**src/rtl/scope_trace_arbiter.sv**
```systemverilog
// Arbitrates a double-banked single-port trace RAM between the display fetch (absolute
// priority) and the acquisition writer, swapping banks only at frame start after a commit.
module scope_trace_arbiter #(
    parameter int DW    = 8,
    parameter int AW    = 9,
    parameter int DEPTH = 480
) (
    input  logic          i_clk,
    input  logic          i_rst_n,
    input  logic          i_de,
    input  logic [15:0]   i_x,
    input  logic          i_vsync,
    output logic          o_rd_valid,
    output logic [DW-1:0] o_rd_data,
    input  logic          i_wr_req,
    input  logic [AW-1:0] i_wr_addr,
    input  logic [DW-1:0] i_wr_data,
    input  logic          i_wr_done,
    output logic          o_wr_ack,
    output logic          o_mem_en,
    output logic          o_mem_we,
    output logic [AW:0]   o_mem_addr,
    output logic [DW-1:0] o_mem_wdata,
    input  logic [DW-1:0] i_mem_rdata,
    output logic          o_front_bank,
    output logic          o_committed,
    output logic          o_swap
);

    typedef enum logic {FILL, COMMITTED} state_t;

    state_t state;
    logic   vs_prev;
    logic   front_bank;
    logic   vs_fall;
    logic   rd_go;
    logic   wr_ack;
    logic   wr_go;
    logic   vld_p1;
    logic   vld_p2;

    assign vs_fall = vs_prev & ~i_vsync;
    assign rd_go   = i_de & (32'(i_x) < DEPTH);
    // Display owns every i_de cycle, so rd_go and wr_go are mutually exclusive.
    assign wr_ack  = i_wr_req & ~i_de & (state == FILL);
    assign wr_go   = wr_ack & (32'(i_wr_addr) < DEPTH);

    assign o_wr_ack     = wr_ack;
    assign o_front_bank = front_bank;

    always_ff @(posedge i_clk or negedge i_rst_n) begin
        if (!i_rst_n) begin
            state       <= FILL;
            front_bank  <= 1'b0;
            vs_prev     <= 1'b1;
            o_committed <= 1'b0;
            o_swap      <= 1'b0;
        end else begin
            vs_prev <= i_vsync;
            o_swap  <= 1'b0;
            case (state)
                FILL: begin
                    if (i_wr_done) begin
                        state       <= COMMITTED;
                        o_committed <= 1'b1;
                    end
                end
                COMMITTED: begin
                    if (vs_fall) begin
                        state       <= FILL;
                        o_committed <= 1'b0;
                        front_bank  <= ~front_bank;
                        o_swap      <= 1'b1;
                    end
                end
                default: begin
                    state       <= FILL;
                    o_committed <= 1'b0;
                end
            endcase
        end
    end

    // p1: RAM command issue
    always_ff @(posedge i_clk or negedge i_rst_n) begin
        if (!i_rst_n) begin
            o_mem_en    <= 1'b0;
            o_mem_we    <= 1'b0;
            o_mem_addr  <= '0;
            o_mem_wdata <= '0;
            vld_p1      <= 1'b0;
        end else begin
            o_mem_en <= rd_go | wr_go;
            o_mem_we <= wr_go;
            vld_p1   <= rd_go;
            if (rd_go) begin
                o_mem_addr <= {front_bank, i_x[AW-1:0]};
            end else if (wr_go) begin
                o_mem_addr  <= {~front_bank, i_wr_addr};
                o_mem_wdata <= i_wr_data;
            end
        end
    end

    // p2: RAM data returning; p3: registered to the display
    always_ff @(posedge i_clk or negedge i_rst_n) begin
        if (!i_rst_n) begin
            vld_p2     <= 1'b0;
            o_rd_valid <= 1'b0;
            o_rd_data  <= '0;
        end else begin
            vld_p2     <= vld_p1;
            o_rd_valid <= vld_p2;
            o_rd_data  <= vld_p2 ? i_mem_rdata : '0;
        end
    end

endmodule

```
**config.mk**
```make
export PLATFORM = sky130hd
export DESIGN_NAME = scope_trace_arbiter
export DESIGN_NICKNAME = d
export VERILOG_FILES = /design/src/rtl/scope_trace_arbiter.sv
export SDC_FILE = /design/constraint.sdc
export NUM_CORES = 1
export LEC_CHECK = 0
export CAP_MARGIN = 20
export CORE_AREA = 2 2 60 90
export DETAILED_ROUTE_END_ITERATION = 6
export DIE_AREA = 0 0 62 92
export GPL_TIMING_DRIVEN = 1
export PLACE_DENSITY_LB_ADDON = 0.15
export REMOVE_ABC_BUFFERS = 1
export SETUP_SLACK_MARGIN = 0.15
export SYNTH_ARGS = -nofsm -noshare
export SYNTH_HDL_FRONTEND = slang
export SYNTH_SLANG_ARGS = --single-unit
```
**constraint.sdc**
```tcl
create_clock -name i_clk -period 3.4 [get_ports i_clk]
set_input_delay 0.68 -clock i_clk [delete_from_list [all_inputs] [get_ports i_clk]]
set_output_delay 0.68 -clock i_clk [all_outputs]
set_load 0.1 [all_outputs]
```
======== After elaboration in Yosys (flattened, before gate mapping) ========
Index checks and enable logic that the tools add are counted.
storage, ports and cells
  input bits .............................. 47
  bits in registers ....................... 36
operators by class
  equality and inequality tests ........... 2
  multiplexer cells ....................... 11
  magnitude comparators ................... 2
  bitwise operators ....................... 11
  reduce and logical (&&, ||, !) cells .... 4
operators by type and width
  kind                                                    number
  two-way mux 10 bit                                      2
  < comparator 16 x 9 -> 1 bit (second input constant)    1
  < comparator 9 bit (second input constant)              1
  two-way mux 8 bit                                       1
  two-way mux 1 bit                                       6
  AND reduction 2 bit                                     3
  bitwise AND 1 bit                                       5
  inverter 1 bit                                          5
  case mux 1 bit (2 select lines)                         2
  inequality test 2 x 1 -> 1 bit (second input constant)  1
  inequality test 2 bit (second input constant)           1
  nonzero test 2 bit                                      1
  OR 1 bit                                                1

======== Longest topological paths before layout ========
Gate-level depths: netlist (run 1).
  word-level depth ........................ 6
  depth in mapped cells ................... 5
  mapped depth without buffers ............ 4

======== Least setup slack after synthesis (run 1) ========
No wires, ideal clock.
  kind .................................... input-to-output
  start point ............................. in i_de
  end point ............................... out o_wr_ack
  cell stages on the path ................. 3
  arrival time ............................ 2.314 ns
  setup slack ............................. 0.406 ns
  path buffers ............................ 1
  cells stage by stage .................... or3b_2 inv_1 clkbuf_1
between the ends
  cells in the longest elaborated chain, start to end .. 3
RTL lines
  element                         RTL line  source
  start: declaration              10        input logic i_de,
  inverter 1 bit                  45        assign wr_ack = i_wr_req & ~i_de & (state == FILL);
  bitwise AND 1 bit (2 in a row)  45
  end: declaration                19        output logic o_wr_ack,
Every way passes these cells.

======== Worst setup path after layout (run 1) ========
  start point ............................. in i_wr_req
  end point ............................... out o_wr_ack
between the ends
  cells in the longest elaborated chain, start to end .. 2
RTL lines
  element                         RTL line  source
  start: declaration              15        input logic i_wr_req,
  bitwise AND 1 bit (2 in a row)  45
Every way passes these cells.

==> run_summary.xml, run 1 <==
<?xml version="1.0" encoding="UTF-8"?>
<metrics>
  <group name="final_layout">
    <metric name="n_antenna_cell" unit="">0</metric>
    <metric name="finalCoreUtilization" unit="">0.474</metric>
    <metric name="final_net_count" unit="">246</metric>
    <metric name="final_non_filler_cells" unit="">268</metric>
    <metric name="largest_register_ffs" unit="">10</metric>
    <metric name="max_flop_register" unit="">o_mem_addr</metric>
    <metric name="largest_registers" unit="">o_mem_addr: 10 flops, o_mem_wdata: 8 flops, o_rd_data: 8 flops</metric>
    <metric name="layout-area-overhead-vs-synth" unit="%">65.8</metric>
    <metric name="nFillCells" unit="">480</metric>
    <metric name="drive_above_1_share" unit="">0.135</metric>
  </group>
  <group name="die">
    <metric name="io_pins" unit="">80</metric>
    <metric name="fp.dieArea" unit="sq mm">0.00570</metric>
    <metric name="num_rows" unit="">32</metric>
    <metric name="fp.coreArea" unit="sq mm">0.00500</metric>
    <metric name="floorplan.initialDensity" unit="">0.286</metric>
    <metric name="floorplan.die.width" unit="um">62</metric>
    <metric name="floorplan.die.height" unit="um">92</metric>
  </group>
  <group name="synth">
    <metric name="yosys.area_share.simple" unit="">0.130</metric>
    <metric name="synth_seq_area_share" unit="">0.631</metric>
    <metric name="synth-compound-area-share" unit="">0.0962</metric>
    <metric name="post_synth_mux_area_share" unit="">0.0630</metric>
    <metric name="netlist_instances" unit="">115</metric>
    <metric name="synthesis.area_per_instance" unit="sq um">12.4</metric>
    <metric name="synth_adder_area_share" unit="">0</metric>
    <metric name="postSynthRegisterBits" unit="">36</metric>
    <metric name="netlist_area_before_placement" unit="sq mm">0.00143</metric>
    <metric name="synth-warning-count" unit="">0</metric>
    <metric name="yosys.cell_types.count" unit="">24</metric>
    <metric name="post_synth_xor_area_fraction" unit="">0.00612</metric>
    <metric name="dominant_combinational_cell_family_by_area_after_synthesis" unit="">simple AND/OR/NAND/NOR gates</metric>
  </group>
  <group name="global_route">
    <metric name="grt_use_total" unit="">0.136</metric>
    <metric name="first_pass_grt_wire_length" unit="um">5670</metric>
    <metric name="grt_antenna_before_repair" unit="">0</metric>
    <metric name="grt_pass1_vias" unit="">1195</metric>
    <metric name="pin_count_of_the_biggest_net_entering_global_routing" unit="">37</metric>
    <metric name="grt_remaining_overflow" unit="">0</metric>
  </group>
  <group name="sta">
    <metric name="timing.max_slew.rel_slack" unit="">0.339</metric>
    <metric name="finalCritPeriodShare" unit="">0.806</metric>
    <metric name="fin_ws" unit="ns">0.658</metric>
    <metric name="worstMarginPinSlew" unit="ns">0.988</metric>
    <metric name="finalWorstPathRequiredPeriod" unit="ns">2.74</metric>
    <metric name="final_hold_viol_count" unit="">0</metric>
    <metric name="final-max-slew-violation-count" unit="">0</metric>
    <metric name="finClkSkew" unit="ns">0.00448</metric>
    <metric name="tns" unit="ns">0</metric>
    <metric name="setup_viol" unit="">0</metric>
    <metric name="rsz0062_at_grt" unit="">no</metric>
    <metric name="achievable-frequency" unit="MHz">365</metric>
  </group>
  <group name="outcome">
    <metric name="run_status" unit="">finished clean</metric>
  </group>
  <group name="clock_network">
    <metric name="ctsHoldBuffers" unit="">0</metric>
    <metric name="root_buffer" unit="">clkbuf_8</metric>
    <metric name="worst_skew_pair.late_latency" unit="ns">0.28</metric>
    <metric name="postCtsSetupRepairBufs" unit="">0</metric>
    <metric name="cts-htree-levels" unit="">2</metric>
    <metric name="ctsLongestPathBuffers" unit="">2</metric>
    <metric name="cts.repair.resized" unit="">0</metric>
    <metric name="worst_setup_hold_path_clk_slew" unit="ns">0.07</metric>
    <metric name="tritoncts.num_buffers" unit="">5</metric>
    <metric name="cts.sink_count" unit="">36</metric>
    <metric name="tritoncts" unit="">built</metric>
  </group>
  <group name="pwr">
    <metric name="vdd_drop_max" unit="V">0.000394</metric>
    <metric name="power.density_cell_area" unit="mW/mm^2">732</metric>
    <metric name="leakage_power_total" unit="nW">1.06</metric>
  </group>
  <group name="route">
    <metric name="antenna_violating_nets_post_route" unit="">0</metric>
    <metric name="met3WireLength" unit="um">272</metric>
    <metric name="routed_length_on_met1" unit="um">1290</metric>
    <metric name="detail_route.wl_per_cell" unit="um">13.9</metric>
    <metric name="via_per_inst" unit="">4.50</metric>
    <metric name="dr_wl_met2" unit="um">2080</metric>
    <metric name="top_layer_used" unit="">met4</metric>
    <metric name="remaining_drc_errors" unit="">0</metric>
    <metric name="detail_route.first_pass.iterations" unit="">4</metric>
    <metric name="route.vias.total" unit="">1207</metric>
    <metric name="dr.first_iter.drc_count" unit="">35</metric>
    <metric name="postRouteWirelength" unit="um">3720</metric>
  </group>
  <group name="critical_path">
    <metric name="critical_path.cell_chain" unit="">clkdlybuf4s50_1, or3b_2, inv_1, buf_12</metric>
    <metric name="critPathLaunchType" unit="">input port</metric>
    <metric name="max_stage_delay" unit="ns">0.50</metric>
    <metric name="cp.required" unit="ns">2.72</metric>
    <metric name="end_kind" unit="">output pin</metric>
    <metric name="path_class" unit="">in2out</metric>
    <metric name="worst_endpoint_data_arrival_time" unit="ns">2.06</metric>
    <metric name="worst_path_max_delay_cell" unit="">or3b_2</metric>
    <metric name="worst-path-max-fanout" unit="">6</metric>
  </group>
  <group name="flow_run">
    <metric name="cap_violations" unit="">0</metric>
  </group>
  <group name="place">
    <metric name="post-place-cells" unit="">260</metric>
    <metric name="hpwl" unit="um">2830</metric>
    <metric name="finalWeightedCongestion" unit="">0.701</metric>
    <metric name="io_buffers" unit="">79</metric>
    <metric name="preCtsSetupSlack" unit="ns">0.654</metric>
  </group>
  <group name="hold_path">
    <metric name="hp-class" unit="">reg2reg</metric>
  </group>
</metrics>
==> logic make-up (layout without fill, tap and decap cells) <==
| kind of cell | Yosys count | after routing |
|---|---|---|
| multiplexers | 8 | 8 |
| AND/OR/NAND/NOR | 29 | 29 |
| XOR/XNOR | 1 | 1 |
| buffers and inverters | 26 | 111 |
| flip-flops | 36 | 36 |
| AO/OA/AOI/OAI | 15 | 15 |
==> stage by stage <==
step / hold slack, ns / power (mW) / instance area (sq um)
floorplan: 0.331 / 1.21 / 1410
global placement: 0.337 / 1.45 / 2290
detailed placement: 0.339 / 1.46 / 2290
CTS: 0.359 / 1.75 / 2370
global route: 0.368 / 1.80 / 2370
finish: 0.357 / 1.74 / 2370
==> worst paths after layout <==
| kind | from | endpoint | slack [ns] | depth (start not counted) |
|---|---|---|---|---|
| max | i_wr_req | o_wr_ack | 0.66 | 4 |
| min | vld_p1 | vld_p2 | 0.36 | 0 |
| max reg2reg | state | o_mem_wdata[1] | 1.48 | 4 |
| min reg2reg | vld_p1 | vld_p2 | 0.36 | 0 |
| max in group asynchronous | i_rst_n | o_mem_addr[9] | 2.41 | 1 |
| min in group asynchronous | i_rst_n | o_rd_data[5] | 0.48 | 1 |
==> placed cells by master (no fill, tap or decap) <==
cell type | Yosys | routed
clkdlybuf4s50_1 | 0 | 73
dfrtp_1 | 35 | 35
inv_1 | 23 | 23
nand3_1 | 9 | 9
o221ai_1 | 9 | 9
and2_1 | 8 | 8
mux2_2 | 8 | 8
clkbuf_8 | 0 | 5
buf_4 | 0 | 5
and4_1 | 2 | 2
nand2_1 | 2 | 2
nor2_1 | 2 | 2
o21ai_0 | 2 | 2
clkbuf_1 | 2 | 2
or4b_4 | 1 | 1
or4_4 | 1 | 1
or3_4 | 1 | 1
or3b_2 | 1 | 1
nand4_1 | 1 | 1
o32ai_4 | 1 | 1
nand3b_1 | 1 | 1
xnor2_1 | 1 | 1
o31ai_1 | 1 | 1
a21oi_1 | 1 | 1
a32oi_1 | 1 | 1
clkinv_2 | 0 | 1
buf_2 | 0 | 1
buf_12 | 0 | 1
dfstp_2 | 1 | 1
==> area by class of cell <==
cell class / instances / area, sq um / area share
clock inverters: 1 / 5.00 / 0.00211
multi-input cells: 53 / 423 / 0.178
clock buffers: 7 / 76.3 / 0.0322
well taps: 68 / 85.1 / 0.0359
inverters: 23 / 86.3 / 0.0364
flip-flops and latches: 36 / 902 / 0.380
repair buffers: 80 / 793 / 0.335
==> report_power, final <==
group | switching (mW) | internal, mW
logic | 0.670 | 0.223
registers | 0.0466 | 0.507
clock network | 0.145 | 0.144
==> Yosys cell counts, drive strengths merged <==
cell	count	area, sq um
mux2	8	90.1
nand2	2	7.51
dfrtp	35	876
o21ai	2	10.0
or4	1	11.3
nand4	1	6.26
and4	2	17.5
xnor2	1	8.76
or3b	1	8.76
o221ai	9	78.8
nand3b	1	7.51
o31ai	1	7.51
buf	1	11.3
a32oi	1	8.76
o32ai	1	27.5
or3	1	11.3
nor2	2	7.51
nand3	9	45.0
and2	8	50.1
inv	23	86.3
clkbuf	2	7.51
a21oi	1	5.00
or4b	1	13.8
dfstp	1	26.3
==> worst max-delay path, delay by kind of cell <==
kind | cells | cell delay, ns
AND/OR/NAND/NOR | 1 | 0.50
buffers and inverters | 3 | 0.87
==> routing by layer <==
metal | track usage | vias up
li1 | - | 561
met1 | 0.146 | 581
met5 | 0 | -
met3 | 0.0367 | 6
met4 | 0.0585 | 0
met2 | 0.236 | 59
(Power assumes the default switching activity.)
==> run 2, diff against run 1 <==
==> constraint.sdc (replaced) <==
create_clock -name i_clk -period 2.62 [get_ports i_clk]
set_input_delay 0.524 -clock i_clk [delete_from_list [all_inputs] [get_ports i_clk]]
set_output_delay 0.524 -clock i_clk [all_outputs]
set_load 0.1 [all_outputs]
==> run 2 against run 1 <==
  * Clock skew increased by 0.0033 ns
  * Wire length decreased by 5.8%
  * Final cell count increased by 0.37%
  * Sequential cell count unchanged
  * Largest power group unchanged
==> run_summary.xml, run 2 (synthesis results as in run 1) <==
<?xml version="1.0" encoding="UTF-8"?>
<metrics>
  <group name="outcome">
    <metric name="run_status" unit="">finished clean</metric>
  </group>
  <group name="critical_path">
    <metric name="critical_path.cell_chain" unit="">clkdlybuf4s50_1, or3b_2, inv_1, buf_12</metric>
    <metric name="timing.critical_path.from" unit="">i_wr_req</metric>
    <metric name="reg2reg_setup_slack" unit="ns">0.77</metric>
    <metric name="worst-path-max-fanout" unit="">4</metric>
    <metric name="critPathLaunchType" unit="">input port</metric>
    <metric name="path_class" unit="">in2out</metric>
    <metric name="reg2reg_from" unit="">state</metric>
    <metric name="worst_path_max_delay_cell" unit="">or3b_2</metric>
    <metric name="worst_endpoint_data_arrival_time" unit="ns">1.84</metric>
    <metric name="cp.required" unit="ns">2.10</metric>
    <metric name="max_stage_delay" unit="ns">0.50</metric>
    <metric name="end_kind" unit="">output pin</metric>
  </group>
  <group name="pwr">
    <metric name="power.switching" unit="mW">1.11</metric>
    <metric name="cellInternalPower" unit="mW">1.16</metric>
    <metric name="pwr-share-comb" unit="">0.500</metric>
    <metric name="leakage_power_total" unit="nW">1.12</metric>
    <metric name="share_clk_of_total_power" unit="">0.182</metric>
    <metric name="total_power" unit="mW">2.27</metric>
    <metric name="sequentialPowerShare" unit="">0.318</metric>
    <metric name="power.density_cell_area" unit="mW/mm^2">973</metric>
    <metric name="power_switching_share" unit="">0.490</metric>
    <metric name="vdd_drop_max" unit="V">0.000480</metric>
  </group>
  <group name="sta">
    <metric name="finalWorstPathRequiredPeriod" unit="ns">2.37</metric>
    <metric name="achievable-frequency" unit="MHz">422</metric>
    <metric name="finClkSkew" unit="ns">0.00780</metric>
    <metric name="rsz0062_at_grt" unit="">no</metric>
    <metric name="fin_ws" unit="ns">0.252</metric>
    <metric name="final-max-slew-violation-count" unit="">0</metric>
    <metric name="final_hold_viol_count" unit="">0</metric>
    <metric name="finalCritPeriodShare" unit="">0.904</metric>
    <metric name="setup_viol" unit="">0</metric>
    <metric name="timing.max_slew.rel_slack" unit="">0.471</metric>
    <metric name="worstMarginPinSlew" unit="ns">0.794</metric>
  </group>
  <group name="die">
    <metric name="fp.dieArea" unit="sq mm">0.00570</metric>
    <metric name="fp.coreArea" unit="sq mm">0.00500</metric>
    <metric name="floorplan.die.width" unit="um">62</metric>
    <metric name="num_rows" unit="">32</metric>
    <metric name="io_pins" unit="">80</metric>
    <metric name="floorplan.die.height" unit="um">92</metric>
    <metric name="floorplan.initialDensity" unit="">0.286</metric>
  </group>
  <group name="hold_path">
    <metric name="hp-class" unit="">in2async</metric>
  </group>
  <group name="global_route">
    <metric name="grt_use_total" unit="">0.130</metric>
    <metric name="pin_count_of_the_biggest_net_entering_global_routing" unit="">37</metric>
    <metric name="grt_antenna_before_repair" unit="">0</metric>
    <metric name="grt_pass1_vias" unit="">1208</metric>
    <metric name="first_pass_grt_wire_length" unit="um">5400</metric>
    <metric name="grt_remaining_overflow" unit="">0</metric>
  </group>
  <group name="clock_network">
    <metric name="tritoncts.num_buffers" unit="">5</metric>
    <metric name="tritoncts" unit="">built</metric>
    <metric name="ctsHoldBuffers" unit="">0</metric>
    <metric name="cts-htree-levels" unit="">2</metric>
    <metric name="ctsLongestPathBuffers" unit="">2</metric>
    <metric name="worst_setup_hold_path_clk_slew" unit="ns">0.07</metric>
    <metric name="root_buffer" unit="">clkbuf_8</metric>
    <metric name="postCtsSetupRepairBufs" unit="">0</metric>
    <metric name="cts.repair.resized" unit="">0</metric>
    <metric name="worst_skew_pair.late_latency" unit="ns">0.28</metric>
    <metric name="cts.sink_count" unit="">36</metric>
  </group>
  <group name="final_layout">
    <metric name="nFillCells" unit="">475</metric>
    <metric name="final_cell_mix" unit="">clkdlybuf4s50_1 (45), dfrtp_1 (35), buf_4 (35)</metric>
    <metric name="drive_above_1_share" unit="">0.289</metric>
    <metric name="final_net_count" unit="">248</metric>
    <metric name="final_common_cell" unit="">clkdlybuf4s50_1</metric>
    <metric name="finalCoreUtilization" unit="">0.466</metric>
    <metric name="layout-area-overhead-vs-synth" unit="%">63.0</metric>
    <metric name="largest_register_ffs" unit="">10</metric>
    <metric name="n_antenna_cell" unit="">0</metric>
    <metric name="largest_registers" unit="">o_mem_addr: 10 flops, o_mem_wdata: 8 flops, o_rd_data: 8 flops</metric>
    <metric name="max_flop_register" unit="">o_mem_addr</metric>
  </group>
  <group name="flow_run">
    <metric name="cap_violations" unit="">0</metric>
  </group>
  <group name="route">
    <metric name="dr.first_iter.drc_count" unit="">13</metric>
    <metric name="routed_length_on_met1" unit="um">1220</metric>
    <metric name="postRouteWirelength" unit="um">3500</metric>
    <metric name="via_per_inst" unit="">4.38</metric>
    <metric name="antenna_violating_nets_post_route" unit="">0</metric>
    <metric name="remaining_drc_errors" unit="">0</metric>
    <metric name="met3WireLength" unit="um">271</metric>
    <metric name="top_layer_used" unit="">met4</metric>
    <metric name="dr_wl_met2" unit="um">1920</metric>
    <metric name="detail_route.first_pass.iterations" unit="">4</metric>
    <metric name="route.vias.total" unit="">1178</metric>
    <metric name="detail_route.wl_per_cell" unit="um">13.0</metric>
  </group>
  <group name="place">
    <metric name="hpwl" unit="um">2740</metric>
    <metric name="finalWeightedCongestion" unit="">0.699</metric>
    <metric name="io_buffers" unit="">79</metric>
    <metric name="preCtsSetupSlack" unit="ns">0.189</metric>
  </group>
</metrics>
[run 2: changes by cell type in the layout (fill, tap and decap cells not counted)]
cell             before  now
clkinv_2              1    0
clkbuf_8              5    7
clkdlybuf4s50_1      73   45
clkbuf_1              2    0
buf_4                 5   35
[run 2: routing by layer]
metal,global-route usage,up-vias
met4,0.0638,0
met3,0.0409,10
met1,0.130,552
met2,0.228,56
met5,0,-
li1,-,560
[run 2: worst max-delay path: cells and delay by family]
family | cells | cell delay [ns]
buf+inv | 3 | 0.82
simple gates | 1 | 0.50
[run 2: cell type report]
type                       instances  area [sq um]  area share
timing repair buffer              82           738       0.317
multi-input combinational         53           423       0.181
inverter                          23          86.3      0.0370
tap                               68          85.1      0.0365
clock buffer                       7          96.3      0.0413
sequential                        36           902       0.387
[run 2: power by group through the flow]
stage	Clock, mW	Sequential [mW]	Combinational (mW)
after floorplan	0	1.45	0.122
after global placement	0	0.729	1.13
after detailed placement	0	0.730	1.14
after CTS	0.425	0.721	1.14
after global routing	0.451	0.733	1.18
final	0.412	0.721	1.13
[run 2: worst paths after layout]
check / cells after the start / to
setup / recovery: 4 / o_wr_ack
hold / removal: 1 / o_rd_data[2]
setup reg to reg: 4 / o_mem_wdata[7]
hold reg to reg: 0 / vld_p2
max in group asynchronous: 1 / o_mem_addr[1]
min in group i_clk: 0 / vld_p2
[run 2: through the flow]
stage | cells | instance area, sq um | hold WS [ns] | setup TNS, ns
2_1_floorplan | 112 | 1410 | 0.228 | -0.747
3_3_place_gp | 262 | 2230 | 0.336 | 0
3_5_place_dp | 262 | 2230 | 0.337 | 0
4_1_cts | 269 | 2330 | 0.348 | 0
5_1_grt | 269 | 2330 | 0.354 | 0
6_report | 269 | 2330 | 0.326 | 0
==> run 3, diff against run 2 <==
--- a/config.mk
+++ b/config.mk
@@ -9,7 +9,7 @@
 export CORE_AREA = 2 2 60 90
 export DETAILED_ROUTE_END_ITERATION = 6
 export DIE_AREA = 0 0 62 92
-export GPL_TIMING_DRIVEN = 1
+export GPL_TIMING_DRIVEN = 0
 export PLACE_DENSITY_LB_ADDON = 0.15
 export REMOVE_ABC_BUFFERS = 1
 export SETUP_SLACK_MARGIN = 0.15
==> run 3 against run 2 <==
  * Die area unchanged
  * Critical endpoint is now o_front_bank
  * Via count rose by 2.3%
  * Critical path depth is 3 lower
  * Clock power is 4% lower
  * Sequential power barely moved
==> run_summary.xml, run 3 (synthesis results as in run 1) <==
<?xml version="1.0" encoding="UTF-8"?>
<metrics>
  <group name="outcome">
    <metric name="run_status" unit="">finished clean</metric>
  </group>
  <group name="die">
    <metric name="num_rows" unit="">32</metric>
    <metric name="io_pins" unit="">80</metric>
    <metric name="floorplan.die.height" unit="um">92</metric>
    <metric name="floorplan.die.width" unit="um">62</metric>
    <metric name="fp.coreArea" unit="sq mm">0.00500</metric>
    <metric name="floorplan.initialDensity" unit="">0.286</metric>
    <metric name="fp.dieArea" unit="sq mm">0.00570</metric>
  </group>
  <group name="route">
    <metric name="dr.first_iter.drc_count" unit="">10</metric>
    <metric name="postRouteWirelength" unit="um">3670</metric>
    <metric name="remaining_drc_errors" unit="">0</metric>
    <metric name="detail_route.first_pass.iterations" unit="">4</metric>
    <metric name="route.vias.total" unit="">1205</metric>
    <metric name="detail_route.wl_per_cell" unit="um">13.6</metric>
    <metric name="antenna_violating_nets_post_route" unit="">0</metric>
    <metric name="via_per_inst" unit="">4.48</metric>
  </group>
  <group name="pwr">
    <metric name="cellInternalPower" unit="mW">1.17</metric>
    <metric name="power.switching" unit="mW">1.11</metric>
    <metric name="leakage_power_total" unit="nW">1.06</metric>
    <metric name="pwr-share-comb" unit="">0.512</metric>
    <metric name="power_switching_share" unit="">0.488</metric>
    <metric name="share_clk_of_total_power" unit="">0.174</metric>
    <metric name="vdd_drop_max" unit="V">0.000444</metric>
    <metric name="sequentialPowerShare" unit="">0.314</metric>
    <metric name="total_power" unit="mW">2.28</metric>
    <metric name="power.density_cell_area" unit="mW/mm^2">953</metric>
  </group>
  <group name="critical_path">
    <metric name="worstPathBufferInverterCount" unit="">1</metric>
    <metric name="max_stage_delay" unit="ns">1.16</metric>
    <metric name="critical_path.cell_chain" unit="">clkdlybuf4s50_1</metric>
    <metric name="reg2reg_from" unit="">state</metric>
    <metric name="crit_family" unit="">buffers and inverters</metric>
    <metric name="end_kind" unit="">output pin</metric>
    <metric name="worst_path_max_delay_cell" unit="">clkdlybuf4s50_1</metric>
    <metric name="critPathLaunchType" unit="">flip-flop</metric>
    <metric name="timing.critical_path.from" unit="">o_front_bank</metric>
    <metric name="worst-path-max-fanout" unit="">4</metric>
    <metric name="cp.required" unit="ns">2.10</metric>
    <metric name="path_class" unit="">reg2out</metric>
    <metric name="worst_endpoint_data_arrival_time" unit="ns">1.86</metric>
  </group>
  <group name="sta">
    <metric name="finalCritPeriodShare" unit="">0.911</metric>
    <metric name="setup_viol" unit="">0</metric>
    <metric name="rsz0062_at_grt" unit="">no</metric>
    <metric name="worstMarginPinSlew" unit="ns">0.988</metric>
    <metric name="final_hold_viol_count" unit="">0</metric>
    <metric name="finalWorstPathRequiredPeriod" unit="ns">2.39</metric>
    <metric name="timing.max_slew.rel_slack" unit="">0.339</metric>
    <metric name="finClkSkew" unit="ns">0.00263</metric>
    <metric name="final-max-slew-violation-count" unit="">0</metric>
    <metric name="achievable-frequency" unit="MHz">419</metric>
    <metric name="holdWs" unit="ns">0.331</metric>
    <metric name="fin_ws" unit="ns">0.233</metric>
  </group>
  <group name="place">
    <metric name="hpwl" unit="um">2740</metric>
    <metric name="finalWeightedCongestion" unit="">0.693</metric>
    <metric name="preCtsSetupSlack" unit="ns">-0.896</metric>
    <metric name="total_placed_instance_area" unit="sq mm">0.00228</metric>
    <metric name="io_buffers" unit="">79</metric>
  </group>
  <group name="final_layout">
    <metric name="finalCoreUtilization" unit="">0.479</metric>
    <metric name="largest_register_ffs" unit="">10</metric>
    <metric name="nFillCells" unit="">468</metric>
    <metric name="max_flop_register" unit="">o_mem_addr</metric>
    <metric name="largest_registers" unit="">o_mem_addr: 10 flops, o_mem_wdata: 8 flops, o_rd_data: 8 flops</metric>
    <metric name="drive_above_1_share" unit="">0.124</metric>
    <metric name="final_net_count" unit="">247</metric>
    <metric name="final_cell_mix" unit="">clkdlybuf4s50_1 (77), dfrtp_1 (35), inv_1 (22)</metric>
    <metric name="multiInputGateArea" unit="sq um">423</metric>
    <metric name="final_cell_area" unit="sq mm">0.00240</metric>
    <metric name="final-seq-area" unit="sq um">902</metric>
    <metric name="layout-area-overhead-vs-synth" unit="%">67.5</metric>
    <metric name="final_common_cell" unit="">clkdlybuf4s50_1</metric>
    <metric name="n_antenna_cell" unit="">0</metric>
  </group>
  <group name="clock_network">
    <metric name="tritoncts" unit="">built</metric>
    <metric name="ctsLongestPathBuffers" unit="">2</metric>
    <metric name="root_buffer" unit="">clkbuf_8</metric>
    <metric name="cts-htree-levels" unit="">2</metric>
    <metric name="worst_setup_hold_path_clk_slew" unit="ns">0.07</metric>
    <metric name="cts.sink_count" unit="">36</metric>
    <metric name="tritoncts.num_buffers" unit="">5</metric>
    <metric name="worst_skew_pair.late_latency" unit="ns">0.28</metric>
  </group>
  <group name="global_route">
    <metric name="grt_pass1_vias" unit="">1202</metric>
    <metric name="grt_antenna_before_repair" unit="">0</metric>
    <metric name="grt_use_total" unit="">0.136</metric>
    <metric name="first_pass_grt_wire_length" unit="um">5590</metric>
    <metric name="grt_remaining_overflow" unit="">0</metric>
    <metric name="pin_count_of_the_biggest_net_entering_global_routing" unit="">37</metric>
  </group>
  <group name="hold_path">
    <metric name="hp-class" unit="">in2async</metric>
  </group>
  <group name="flow_run">
    <metric name="cap_violations" unit="">0</metric>
  </group>
</metrics>
-- run 3: stage by stage --
step | instances | TNS (ns)
2_1_floorplan | 112 | -0.747
3_3_place_gp | 259 | -0.899
3_5_place_dp | 259 | -1.04
4_1_cts | 269 | 0
5_1_grt | 269 | 0
6_report | 269 | 0
-- run 3: repair_timing --
item,4_1_cts,5_1_grt
setup buffers,2,0
gates resized for setup,9,0
hold buffers,0,0
endpoints found under the setup margin,1,0
-- run 3: worst paths after layout --
path	to	slack, ns	cells past startpoint
min reg2reg	vld_p2	0.35	0
max	o_front_bank	0.23	1
min	o_rd_data[2]	0.33	1
max in group asynchronous	o_mem_addr[3]	1.78	1
min in group i_clk	vld_p2	0.35	0
max reg2reg	o_mem_wdata[0]	0.70	5
-- run 3: layout make-up --
type                       instances  area share
sequential                        36       0.377
timing repair buffer              81       0.336
inverter                          23      0.0376
clock buffer                       8      0.0376
multi-input combinational         53       0.177
tap                               68      0.0355
-- run 3: layer usage --
metal  global-route usage  part of all wire
met1                0.140              0.36
met4               0.0709             0.030
met5                    0                 0
met3               0.0465             0.076
met2                0.228              0.53
-- run 3: power by group through the flow --
stage	combinational (mW)	clock, mW	sequential, mW
floorplan	0.122	0	1.45
global placement	1.17	0	0.723
detailed placement	1.17	0	0.730
CTS	1.18	0.416	0.719
global route	1.21	0.441	0.730
finish	1.17	0.397	0.718
